$ cat src/rtl/anc_pkg.sv
// Types and constants shared by the ANC controller, FIR and I2S output stage.
package anc_pkg;

    localparam int unsigned SAMPLE_W = 16;

    typedef logic signed [SAMPLE_W-1:0] sample_t;

endpackage

$ cat src/rtl/sync_fifo.sv
// Single-clock FIFO with occupancy count. Push while full is accepted only when a
// pop happens in the same cycle; pop while empty is ignored.
module sync_fifo #(
    parameter int unsigned WIDTH = 16,
    parameter int unsigned DEPTH = 4
) (
    input  logic                     clk,
    input  logic                     rst,
    input  logic                     push,
    input  logic [WIDTH-1:0]         wdata,
    input  logic                     pop,
    output logic [WIDTH-1:0]         rdata,
    output logic                     full,
    output logic                     empty,
    output logic [$clog2(DEPTH):0]   level
);

    localparam int unsigned AW = $clog2(DEPTH);
    localparam int unsigned LW = AW + 1;

    logic [WIDTH-1:0] mem [DEPTH];
    logic [AW-1:0]    wr_ptr_q;
    logic [AW-1:0]    rd_ptr_q;
    logic [LW-1:0]    level_q;
    logic             do_push;
    logic             do_pop;

    assign full    = (level_q == LW'(DEPTH));
    assign empty   = (level_q == '0);
    assign do_pop  = pop && !empty;
    assign do_push = push && (!full || do_pop);
    assign rdata   = mem[rd_ptr_q];
    assign level   = level_q;

    // Storage array; contents need no reset because the pointers define validity.
    always_ff @(posedge clk) begin
        if (do_push) begin
            mem[wr_ptr_q] <= wdata;
        end
    end

    // Pointers and occupancy; DEPTH is a power of two so pointers wrap naturally.
    always_ff @(posedge clk or posedge rst) begin
        if (rst) begin
            wr_ptr_q <= '0;
            rd_ptr_q <= '0;
            level_q  <= '0;
        end else begin
            if (do_push) begin
                wr_ptr_q <= wr_ptr_q + AW'(1);
            end
            if (do_pop) begin
                rd_ptr_q <= rd_ptr_q + AW'(1);
            end
            unique case ({do_push, do_pop})
                2'b10:   level_q <= level_q + LW'(1);
                2'b01:   level_q <= level_q - LW'(1);
                default: level_q <= level_q;
            endcase
        end
    end

endmodule

$ cat src/rtl/anc_i2s_tx.sv
// ANC output stage: buffers the FIR sample stream and serialises one mono sample per
// I2S (Philips) frame, duplicated on left and right.
module anc_i2s_tx
    import anc_pkg::*;
#(
    parameter int unsigned FIFO_DEPTH = 4,
    parameter int unsigned BCLK_DIV   = 8,
    parameter int unsigned WORD_BITS  = SAMPLE_W,
    parameter int unsigned SLOT_BITS  = 32
) (
    input  logic                          clk,
    input  logic                          rst,
    input  logic                          enable,
    input  logic [WORD_BITS-1:0]          in_sample,
    input  logic                          in_valid,
    input  logic                          clr_flags,
    output logic                          i2s_bclk,
    output logic                          i2s_lrclk,
    output logic                          i2s_sdata,
    output logic [$clog2(FIFO_DEPTH):0]   fifo_level,
    output logic                          overflow,
    output logic                          underflow
);

    localparam int unsigned DW = $clog2(BCLK_DIV);
    localparam int unsigned FW = 2 * SLOT_BITS;
    localparam int unsigned PW = $clog2(FW);

    logic [DW-1:0]        div_q;
    logic                 bclk_q;
    logic                 lrclk_q;
    logic                 sdata_q;
    logic [PW-1:0]        pos_q;
    logic                 started_q;
    logic [FW-1:0]        frame_q;
    logic                 last_q;
    logic [WORD_BITS-1:0] hold_q;
    logic                 ovf_q;
    logic                 unf_q;

    logic                 fifo_full;
    logic                 fifo_empty;
    logic [WORD_BITS-1:0] fifo_rdata;

    logic                 div_wrap;
    logic                 fall;
    logic                 frame_start;
    logic                 pop;
    logic [PW-1:0]        pos_next;
    logic [WORD_BITS-1:0] new_sample;
    logic [SLOT_BITS-1:0] slot;
    logic [FW-1:0]        new_frame;

    sync_fifo #(
        .WIDTH (WORD_BITS),
        .DEPTH (FIFO_DEPTH)
    ) u_fifo (
        .clk   (clk),
        .rst   (rst),
        .push  (in_valid),
        .wdata (in_sample),
        .pop   (pop),
        .rdata (fifo_rdata),
        .full  (fifo_full),
        .empty (fifo_empty),
        .level (fifo_level)
    );

    // Edge decode, pop decision and the frame word built from the popped/held sample.
    always_comb begin
        div_wrap    = enable && (div_q == DW'(BCLK_DIV - 1));
        fall        = div_wrap && bclk_q;
        frame_start = fall && (!started_q || (pos_q == PW'(FW - 1)));
        pop         = frame_start && !fifo_empty;
        pos_next    = frame_start ? '0 : pos_q + PW'(1);
        new_sample  = pop ? fifo_rdata : hold_q;
        slot        = '0;
        slot[SLOT_BITS-1 -: WORD_BITS] = new_sample;
        new_frame   = {slot, slot};
    end

    // Serial link: divider, frame position, shift register and hold register.
    always_ff @(posedge clk or posedge rst) begin
        if (rst) begin
            div_q     <= '0;
            bclk_q    <= 1'b0;
            lrclk_q   <= 1'b0;
            sdata_q   <= 1'b0;
            pos_q     <= '0;
            started_q <= 1'b0;
            frame_q   <= '0;
            last_q    <= 1'b0;
            hold_q    <= '0;
        end else if (!enable) begin
            // Frame in flight is abandoned; FIFO, hold and last bit are kept.
            div_q     <= '0;
            bclk_q    <= 1'b0;
            lrclk_q   <= 1'b0;
            sdata_q   <= 1'b0;
            pos_q     <= '0;
            started_q <= 1'b0;
        end else begin
            div_q <= div_wrap ? '0 : div_q + DW'(1);
            if (div_wrap) begin
                bclk_q <= ~bclk_q;
            end
            if (fall) begin
                started_q <= 1'b1;
                pos_q     <= pos_next;
                lrclk_q   <= (pos_next >= PW'(SLOT_BITS));
                if (frame_start) begin
                    // One-bit delay: previous frame's final bit goes out at p=0.
                    sdata_q <= last_q;
                    frame_q <= new_frame;
                    last_q  <= new_frame[0];
                    hold_q  <= new_sample;
                end else begin
                    sdata_q <= frame_q[FW-1];
                    frame_q <= {frame_q[FW-2:0], 1'b0};
                end
            end
        end
    end

    // Sticky flags; a set event in the same cycle as clr_flags wins.
    always_ff @(posedge clk or posedge rst) begin
        if (rst) begin
            ovf_q <= 1'b0;
            unf_q <= 1'b0;
        end else begin
            ovf_q <= (in_valid && fifo_full && !pop) || (ovf_q && !clr_flags);
            unf_q <= (frame_start && fifo_empty) || (unf_q && !clr_flags);
        end
    end

    assign i2s_bclk  = bclk_q;
    assign i2s_lrclk = lrclk_q;
    assign i2s_sdata = sdata_q;
    assign overflow  = ovf_q;
    assign underflow = unf_q;

endmodule

$ cat config.mk
export PLATFORM = sky130hd
export DESIGN_NAME = anc_i2s_tx
export DESIGN_NICKNAME = d
export VERILOG_FILES = /design/src/rtl/anc_pkg.sv /design/src/rtl/sync_fifo.sv /design/src/rtl/anc_i2s_tx.sv
export SDC_FILE = /design/constraint.sdc
export NUM_CORES = 1
export LEC_CHECK = 0
export ABC_AREA = 1
export CAP_MARGIN = 20
export CORE_ASPECT_RATIO = 1.2
export CORE_MARGIN = 3
export CORE_UTILIZATION = 65
export CTS_CLUSTER_DIAMETER = 40
export CTS_CLUSTER_SIZE = 24
export DETAILED_ROUTE_END_ITERATION = 6
export PLACE_DENSITY = 0.83
export RECOVER_POWER = 25
export SLEW_MARGIN = 10
export SYNTH_ARGS = -nofsm -noshare
export SYNTH_HDL_FRONTEND = slang
export SYNTH_HIERARCHICAL = 1
export SYNTH_SLANG_ARGS = --single-unit
$ cat constraint.sdc
create_clock -name clk -period 5.8 [get_ports clk]
set_input_delay 1.16 -clock clk [delete_from_list [all_inputs] [get_ports clk]]
set_output_delay 1.16 -clock clk [all_outputs]
set_load 0.02 [all_outputs]
==> run_results.csv <==
group,metric,value,unit
run_status,status,"completed",
setup_path,startpoint_type,"flip-flop",
global_route,grt_pass1_wl,21.8,mm
power_and_ir_drop,irDropWorstVdd,0.256,mV
die,initial_core_util,67.5,%
sta,rsz0062_at_grt,"false",
sta,fin_crit,3.44,ns
die,ios,29,
yosys,netlist_area,6520,um^2
global_route,antenna_found_initial,0,
clock_network,postCtsHoldBufs,0,
sta,fin_crit_sh,59.2,%
place,post-place-cells,761,
global_route,grt-ovfl-total,0,
power_and_ir_drop,cellPowerDensity,358,nW/um^2
final_layout,drive_gt1_share,8.64,%
power_and_ir_drop,p_leak,3.46,nW
place,dpl_cell_area,6820,um^2
global_route,grt_usage,24.2,%
setup_path,cpMaxStageDelayCell,"fa_1",
final_layout,regArea,4070,um^2
setup_path,critPathRequiredTime,6.10,ns
yosys,synth.distinct_cells,32,
yosys,muxShareOfSynthArea,0,%
clock_network,clkTransAtPathRegs,0.06,ns
die,die_w,97.4,um
final_layout,fin_nets,687,
setup_path,cp.arrival,3.74,ns
place,globalplace.congestion,0.771,
routing,dr.pass1.iters,5,
final_layout,fillers,593,
yosys,synth_xor_area_share,0.537,%
routing,finalWirelength,12.7,mm
routing,via_per_inst,5.95,
clock_network,clock_sinks,150,
flow_run,drv_cap,0,
sta,hold_viol,0,
die,die_h,116,um
sta,setup_viol,0,
setup_path,crit_type,"flip-flop to flip-flop",
final_layout,fin_util,76.8,%
sta,setup_tns,0,ns
routing,drc,0,
routing,drtIter0Drc,375,
place,io_buffers,28,
place,hpwl,7.56,mm
clock_network,htreeDepth,4,
global_route,grt_max_degree,81,
clock_network,clockBufferDepth,2,
hold_path,hp-class,"flip-flop to flip-flop",
place,dpl_worst_slack,2.08,ns
die,fp-row-count,39,
setup_path,crit_buf_inv,1,
setup_path,worst_setup_path_end_kind,"flip-flop",
routing,postRouteAntennaNets,0,
yosys,yosysWarnings,6,
sta,holdWs,0.425,ns
clock_network,cts_tree,"yes",
sta,fin_skew,0.00788,ns
yosys,ys_ff_latch,150,
clock_network,root_buffer,"clkbuf_16",
sta,slew_headroom,45.5,%
final_layout,antennaDiodeCount,0,
yosys,yosys.area_share.simple,20.8,%
sta,setup_slack,2.36,ns
yosys,synth_top_family_by_area,"simple AND/OR/NAND/NOR gates",
clock_network,cts_made_buffers,17,
final_layout,finish.instance_area,7420,um^2
yosys,ys_seq_area_share,62.5,%
clock_network,cts_resized,0,
routing,num_vias,4728,
setup_path,path_max_fanout,33,
yosys,syn_inst,637,
routing,wl_per_cell,16.0,um
clock_network,insertion_delay,0.42,ns
yosys,syn_nets,666,
setup_path,cpPeakStageDelay,0.51,ns
setup_path,crit_chain,"ha_1, nand2_1, nor2_2, nand2_2, nand2_4, nand2_4, nor2_1, nand3b_2, fa_1, inv_1, nand2_1, o21ai_1",
final_layout,syn2layout_area_growth,13.8,%
sta,drv_slew,0,
yosys,synth_compound_area_share,7.22,%
die,core_region_area,9660,um^2
power_and_ir_drop,power.total,2.65,mW
final_layout,fin_cells,794,
clock_network,cts_setup_buffers,0,
global_route,grt_pass1_vias,4776,
yosys,postSynthAreaPerCell,10.2,um^2
sta,tightest_slew,0.816,ns
setup_path,cp_top_family,"simple AND/OR/NAND/NOR gates",
final_layout,multi_input_area,1970,um^2
yosys,synthAdderAreaFrac,1.65,%
sta,fmax,291,MHz
die,dieArea,11300,um^2
## layer usage
layer | up-vias | share of wire [%] | GRT usage (%)
met5 | - | 0 | 0
met4 | 0 | 2.3 | 11.1
met3 | 35 | 5.3 | 5.96
met2 | 160 | 53 | 42.3
met1 | 2291 | 39 | 28.5
li1 | 2242 | - | -
## report_power, final
group	internal (mW)	total, mW	switching (mW)
logic	0.0945	0.317	0.223
registers	1.23	1.27	0.0414
clock network	0.634	1.07	0.433
## flip-flops by register name, summed over array words and instances (netlist names)
register	flops
i2s_lrclk	1
u_fifo/mem	64
hold_q	16
u_fifo/level	3
started_q	1
underflow	1
frame_q	48
i2s_sdata	1
u_fifo/wr_ptr_q	2
div_q	3
overflow	1
pos_q	6
i2s_bclk	1
u_fifo/rd_ptr_q	2
## worst register-to-register path, delay by kind of cell (launching register included)
| family | cells | cell delay (ns) |
|---|---|---|
| buffers and inverters | 1 | 0.05 |
| adder cells (fa/ha/maj) | 2 | 0.73 |
| AO/OA/AOI/OAI | 1 | 0.06 |
| AND/OR/NAND/NOR | 8 | 2.08 |
| flip-flops | 1 | 0.39 |
## logic make-up after synthesis
| kind of cell | after synthesis |
|---|---|
| DFF | 150 |
| adders and majority gates | 8 |
| buffers and inverters | 111 |
| xor gates and xnor gates | 4 |
| and+or+nand+nor | 280 |
| AOI/OAI and AO/OA | 84 |
## cells in the final DEF, fill, tap and decap left out, types with 2 or more instances in the layout
cell type / instances
clkinv_1: 11
nand4_1: 63
xor2_1: 3
nand2_2: 5
clkinvlp_4: 2
o21ai_1: 17
o21ai_0: 33
clkdlybuf4s50_1: 12
clkbuf_16: 17
buf_4: 8
inv_6: 2
clkinv_2: 2
dlygate4sd3_1: 16
clkinv_4: 5
nand2_4: 2
inv_2: 2
o22ai_1: 31
dfrtp_1: 86
inv_1: 64
nor2_2: 2
nand2_1: 113
bufinv_16: 2
nor2_1: 42
a21oi_1: 2
ha_1: 7
edfxtp_1: 64
nand3_1: 47
## path summary, 6_finish.rpt
check	from	endpoint	slack, ns	cells after the start
setup / recovery	pos_q[0]	u_fifo/level[1]	2.36	12
hold reg to reg	div_q[0]	div_q[0]	0.43	1
min in group asynchronous	rst	u_fifo/rd_ptr_q[1]	1.14	2
setup reg to reg	pos_q[0]	u_fifo/level[1]	2.36	12
hold / removal	div_q[0]	div_q[0]	0.43	1
max in group asynchronous	rst	hold_q[6]	3.50	4
## synthesized netlist by cell type
library cell	number	area, um^2
nand3b_2	1	11.3
or2_2	1	6.26
nand3_2	1	10.0
nor2_2	2	12.5
buf_4	4	30.0
nand2_1	113	424
o21ai_0	33	165
nor2_4	1	11.3
nand2_2	5	31.3
edfxtp_1	64	1920
clkinv_1	10	37.5
ha_1	7	87.6
fa_1	1	20.0
xor2_1	3	26.3
o21ai_4	1	16.3
o22ai_1	31	194
nor2_1	42	158
buf_6	3	33.8
a21oi_1	2	10.0
nor2_8	1	20.0
inv_1	64	240
nand3_4	1	17.5
nand3_1	47	235
inv_2	2	7.51
nand2_4	2	22.5
xnor2_1	1	8.76
clkbuf_1	8	30.0
buf_1	1	3.75
o21ai_1	17	85.1
nand4_1	63	394
dfrtp_1	86	2150
buf_2	19	95.1
## layout make-up
class                      instances  area share (%)
inverter                          76            3.84
tap                              123            2.07
clock inverter                    15            2.09
sequential                       150            54.9
multi-input combinational        376            26.5
clock buffer                      17            5.73
timing repair buffer              37            4.86
Note: power is estimated with default switching activity, not from simulation.
